$ cat src/rtl/gpio_in_debounce.sv
// GPIO input conditioner: per-bit synchroniser and debouncer feeding GPIO_IN,
// with sticky rise/fall event flags and a maskable level interrupt.
module gpio_in_debounce #(
  parameter int unsigned            WIDTH           = 8,
  parameter int unsigned            SYNC_STAGES     = 2,
  parameter int unsigned            DEBOUNCE_CYCLES = 16,
  parameter logic [WIDTH-1:0]       INIT_LEVEL      = '0
) (
  input  logic             HCLK,
  input  logic             HRESET,
  input  logic [WIDTH-1:0] pin_in,
  output logic [WIDTH-1:0] gpio_in,
  output logic [WIDTH-1:0] rise_flag,
  output logic [WIDTH-1:0] fall_flag,
  input  logic [WIDTH-1:0] flag_clr,
  input  logic [WIDTH-1:0] irq_en,
  output logic             irq
);

  localparam int unsigned CNT_W = (DEBOUNCE_CYCLES > 1) ? $clog2(DEBOUNCE_CYCLES) : 1;
  localparam logic [CNT_W-1:0] CNT_MAX = CNT_W'(DEBOUNCE_CYCLES - 1);

  // Plain flop chain: stage 0 takes the raw pin, the last stage is "sync".
  logic [WIDTH-1:0] sync_q [SYNC_STAGES];
  logic [WIDTH-1:0] sync;

  always_ff @(posedge HCLK or posedge HRESET) begin
    if (HRESET) begin
      for (int s = 0; s < SYNC_STAGES; s++) sync_q[s] <= INIT_LEVEL;
    end else begin
      sync_q[0] <= pin_in;
      for (int s = 1; s < SYNC_STAGES; s++) sync_q[s] <= sync_q[s-1];
    end
  end

  assign sync = sync_q[SYNC_STAGES-1];

  logic [WIDTH-1:0] accept;
  logic [WIDTH-1:0] rise_ev;
  logic [WIDTH-1:0] fall_ev;

  for (genvar i = 0; i < WIDTH; i++) begin : g_bit
    logic [CNT_W-1:0] cnt_q;
    logic             differ;

    assign differ    = sync[i] ^ gpio_in[i];
    assign accept[i] = differ && (cnt_q == CNT_MAX);
    assign rise_ev[i] = accept[i] &  sync[i];
    assign fall_ev[i] = accept[i] & ~sync[i];

    // Any return to the stable level restarts the count, so the counter
    // is bounded by CNT_MAX and short pulses never get through.
    always_ff @(posedge HCLK or posedge HRESET) begin
      if (HRESET) begin
        cnt_q      <= '0;
        gpio_in[i] <= INIT_LEVEL[i];
      end else if (!differ) begin
        cnt_q <= '0;
      end else if (accept[i]) begin
        cnt_q      <= '0;
        gpio_in[i] <= sync[i];
      end else begin
        cnt_q <= cnt_q + 1'b1;
      end
    end

    // A new event beats a same-cycle clear; the clear still removes the
    // opposite-direction flag.
    always_ff @(posedge HCLK or posedge HRESET) begin
      if (HRESET) begin
        rise_flag[i] <= 1'b0;
        fall_flag[i] <= 1'b0;
      end else begin
        rise_flag[i] <= rise_ev[i] | (rise_flag[i] & ~flag_clr[i]);
        fall_flag[i] <= fall_ev[i] | (fall_flag[i] & ~flag_clr[i]);
      end
    end
  end

  assign irq = |((rise_flag | fall_flag) & irq_en);

endmodule

$ cat config.mk
export PLATFORM = sky130hd
export DESIGN_NAME = gpio_in_debounce
export DESIGN_NICKNAME = d
export VERILOG_FILES = /design/src/rtl/gpio_in_debounce.sv
export SDC_FILE = /design/constraint.sdc
export NUM_CORES = 1
export LEC_CHECK = 0
export BUFFER_PORTS_ARGS = -buffer_cell sky130_fd_sc_hd__buf_2
export CAP_MARGIN = 20
export CORE_ASPECT_RATIO = 0.75
export CORE_MARGIN = 1.5
export CORE_UTILIZATION = 59
export CTS_CLUSTER_DIAMETER = 40
export DETAILED_ROUTE_END_ITERATION = 10
export PLACE_DENSITY = 0.88
export RECOVER_POWER = 25
export SETUP_SLACK_MARGIN = 0.3
export SYNTH_ARGS = -nofsm -noshare
export SYNTH_HDL_FRONTEND = slang
export SYNTH_SLANG_ARGS = --single-unit
$ cat constraint.sdc
create_clock -name HCLK -period 4.05 [get_ports HCLK]
set_input_delay 0 -clock HCLK [delete_from_list [all_inputs] [get_ports HCLK]]
set_output_delay 0 -clock HCLK [all_outputs]
set_load 0.01 [all_outputs]
---- Yosys cells after proc, flatten, opt, wreduce, memory -nomap -nowiden ----
Index checks and enable logic that the tools add are counted.
operators by class
  bitwise operators ....................... 74
  $mul .................................... 0
  muxes and demuxes ....................... 16
  order comparisons ....................... 0
  reduce and logical (&&, ||, !) cells .... 17
  div/mod/pow operators ................... 0
  $add $sub $neg .......................... 8
  shift-type cells ........................ 0
  eq/ne operators ......................... 8
operator list
  cell                 number
  $mux 4               16
  $add 4x1->4 const B  8
  $and 1x1->1          32
  $eq 4x4->1 const B   8
  $not 1->1            16
  $or 1x1->1           16
  $reduce_and 2->1     8
  $and 8x8->8          1
  $logic_and 1x1->1    8
  $or 8x8->8           1
  $reduce_or 8->1      1
  $xor 1x1->1          8
word-level totals
  memories ................................ 0
  flip-flop bits (word level) ............. 72
  memory bits (read-only) ................. 0
  bits in writable memories ............... 0
  latch bits .............................. 0
  input bits .............................. 26
  output and inout port bits .............. 25
  word-level logic and storage cells ...... 157

---- Logic depth before layout (Yosys ltp) ----
  depth in word-level cells ............... 4
  gate-level depth with buffers ........... 4
  depth with buffers taken out ............ 4

---- Worst setup path after synthesis ----
Ideal clock, no wire load.
  path kind ............................... reg2reg
  from .................................... register g_bit[6].cnt_q[0]
  to ...................................... register g_bit[6].cnt_q[3]
  stages on the path, launching flop included .. 4
  required time ........................... 3.951 ns
  arrival ................................. 1.007 ns
  library setup time ...................... 0.099 ns
  period minus slack after synthesis ...... 1.106 ns
  path slack .............................. 2.944 ns
  path buffers ............................ 0
  path through ............................ dfrtp_1 > ha_1 > a21o_1 > a311oi_1
between the ends
  word-level cells in the longest chain between the ends .. 4
  elaborated cells between the ends (all ways) .. 5
  classes of those cells .................. add/sub: 1; eq/ne: 1; mux: 2; reduce/logical: 1
RTL lines
  item                                                 line  source
  start, declared                                      43    logic [CNT_W-1:0] cnt_q;
  start signal, assigned                               63    cnt_q <= cnt_q + 1'b1;
  branches (longest 2 deep; another with $add 4x1->4)  --
  $mux 4 *                                             59    end else if (accept[i]) begin
  $mux 4 *                                             57    end else if (!differ) begin
Mark *: on every way between the ends.
A chain may end at the register's enable or synchronous reset.

---- Worst setup path after layout ----
  from .................................... register rise_flag[4]
  to ...................................... output port irq
between the ends
  word-level cells in the longest chain between the ends .. 3
RTL lines
  item                             line  source
  start, declared                  13    output logic [WIDTH-1:0] rise_flag,
  start signal, assigned by index  74    rise_flag[i] <= rise_ev[i] | (rise_flag[i] & ~flag_clr[i]);
  $or 8x8->8                       80    assign irq = |((rise_flag | fall_flag) & irq_en);
  $and 8x8->8                      80
  $reduce_or 8->1                  80
  end, declared                    17    output logic irq
No other way between the ends.

==> results.cfg <==
[critical_path]
crit_path_start_kind = flop
rrSetupSlack_ns = 2.72
startpoint = rise_flag[4]
crit_path_max_fanout = 3
end_kind = primary output
cp.required_ns = 4.05
reg2reg_depth = 3
worstSetupPathType = reg2out
arrival_ns = 1.74
r2r-end = rise_flag[0]
reg2reg_from = g_bit[0].cnt_q[0]

[cells_and_area]
final_cell_mix = dfrtp_1 (72), buf_2 (50), inv_1 (39)
layout.nets = 354
layout_commonest_cell = dfrtp_1
drive_above_1_share = 0.209
num_antenna_cells = 0
fill_cells = 268
area_growth_syn_to_layout_pct = 26.2
post-route-util = 0.785

[drt]
firstDrtPassIters = 4
drtIter0Drc = 78
num_vias = 2085
dr.max_layer_used = met4
dr_wl_met2_um = 2730
drtAntennaViolNets = 0
wire_per_inst_um = 14.7
met1_length_um = 2450
drc = 0
viasPerCell = 5.46
met3_length_um = 282
wl_um = 5610

[worst_hold_path]
hp-class = in2async

[cts]
clk_pin_slew_worst_paths_ns = 0.07
cts_buffers = 9
cts_hold_buf = 17
cts_tree = built
cts_max_level = 3
cts_root_buf = clkbuf_8
post-cts-setup-buffers = 0
clock_path_buffers = 2
cts_sinks = 72
clk_latency_ns = 0.34
cts_resized = 0

[yosys]
synth.distinct_cells = 18
synthesis.nets = 274
synth_warnings = 0
yosysSeqAreaShare = 0.637
synth_seq_cells = 72
synth_area_mm2 = 0.00283
synthCells = 240
synth.avg_cell_area_um2 = 11.8

[sta]
min_period_ns = 1.74
fin_crit_sh = 0.430
hold_viol_final = 0
setup_viol_count_final = 0
worstMarginPinSlew_ns = 0.439
skew_ns = 0.00810
finalSetupTns_ns = 0
slew_violations = 0
slew_headroom = 0.704
rsz0062_at_grt = false
fmax_mhz = 574

[pwr]
leakage_nw = 1.67
ir_drop_uv = 373
p_seq_frac = 0.521
combinationalPowerShare = 0.063
p_sw_mw = 0.323
clkPwrFrac = 0.416
powerDensity_mw_per_mm2 = 415
switching_share = 0.218
p_int_mw = 1.16

[floorplanning]
pin_count = 51
start_util = 0.622
die_y_um = 62.9
die_x_um = 82.9
die_area_mm2 = 0.00522
num_rows = 21
coreArea_mm2 = 0.00455

[global_route]
grt_pass1_wl_um = 9480
grt_use_total = 0.240
grt_max_degree = 50
grt_overflow = 0
grt_pass1_vias = 2113
antenna_found_initial = 0

[status]
run_status = completed

[flow_run]
cap_viol_max_count = 0

[placement]
io_buffers = 50
hpwl_um = 3640
finalWeightedCongestion = 0.809
-- cell families (layout without fill, tap and decap cells) --
group,count (synthesis),after routing,synth area share
AO/OA/AOI/OAI,57,57,0.129
XOR/XNOR,16,16,0.0496
adder cells (fa/ha/maj),8,8,0.0354
buffers and inverters,39,124,0.0518
flip-flops,72,72,0.637
AND/OR/NAND/NOR,48,48,0.0969
-- worst max path at each step --
stage / end / slack [ns] / cells past startpoint
floorplan: fall_flag[0] / 2.23 / 1
global placement: irq / 2.77 / 4
detailed placement: irq / 2.74 / 4
CTS: irq / 2.34 / 4
global route: irq / 2.19 / 4
finish: irq / 2.31 / 4
-- metrics by stage --
step                      total power, mW  cell area [um^2]  instances  setup slack (ns)  hold WS (ns)
after floorplan                     0.831              2830        240              2.23        0.0314
after global routing                 1.54              3570        382              2.19         0.164
after CTS                            1.49              3550        381              2.34         0.269
after global placement              0.857              3160        348              2.77         0.108
after detailed placement            0.861              3160        348              2.74         0.109
final                                1.48              3570        382              2.31         0.153
-- state kept, by name, indices dropped and copies added (netlist names) --
| signal | cells |
|---|---|
| gpio_in | 8 |
| g_bit.cnt_q | 32 |
| fall_flag | 8 |
| sync_q | 8 |
| rise_flag | 8 |
| sync | 8 |
-- final cells by class --
| cell class | count | area, um^2 | share of cell area |
|---|---|---|---|
| Clock buffer | 11 | 141 | 0.0396 |
| Clock inverter | 5 | 80.1 | 0.0224 |
| Inverter | 39 | 146 | 0.0410 |
| Multi-Input combinational cell | 129 | 878 | 0.246 |
| Sequential cell | 72 | 1800 | 0.505 |
| Tap cell | 57 | 71.3 | 0.0200 |
| Timing Repair Buffer | 69 | 448 | 0.126 |
-- routing by layer --
layer	track usage	vias up
met4	0.123	0
met2	0.393	61
li1	-	990
met3	0.0806	15
met5	0	-
met1	0.285	1019
-- critical path, cell delays in order (launching register included) --
cell	delay [ns]
dfrtp_1	0.40
o21ai_0	0.39
nand4_1	0.17
or2_2	0.29
buf_2	0.14
-- synthesized netlist by cell type --
cell / n / area share
nor2_1: 8 / 0.011
inv_1: 39 / 0.052
a311oi_1: 3 / 0.0093
o21ai_0: 22 / 0.039
o32ai_1: 16 / 0.050
ha_1: 8 / 0.035
a21o_1: 2 / 0.0053
nor2b_1: 8 / 0.018
or2_2: 1 / 0.0022
nand4b_1: 6 / 0.019
nand4_1: 2 / 0.0044
a21oi_1: 12 / 0.021
dfrtp_1: 72 / 0.64
nor3b_1: 7 / 0.019
a31oi_1: 2 / 0.0044
xnor2_1: 16 / 0.050
nand2_1: 8 / 0.011
nand3_1: 8 / 0.014
-- power groups by stage --
| stage | sequential (mW) | combinational [mW] | clock, mW |
|---|---|---|---|
| 6_report | 0.772 | 0.0929 | 0.616 |
| 5_1_grt | 0.775 | 0.107 | 0.661 |
| 4_1_cts | 0.771 | 0.0913 | 0.630 |
| 3_5_place_dp | 0.784 | 0.0767 | 0 |
| 3_3_place_gp | 0.783 | 0.0743 | 0 |
| 2_1_floorplan | 0.779 | 0.0523 | 0 |
(Power assumes the default switching activity.)
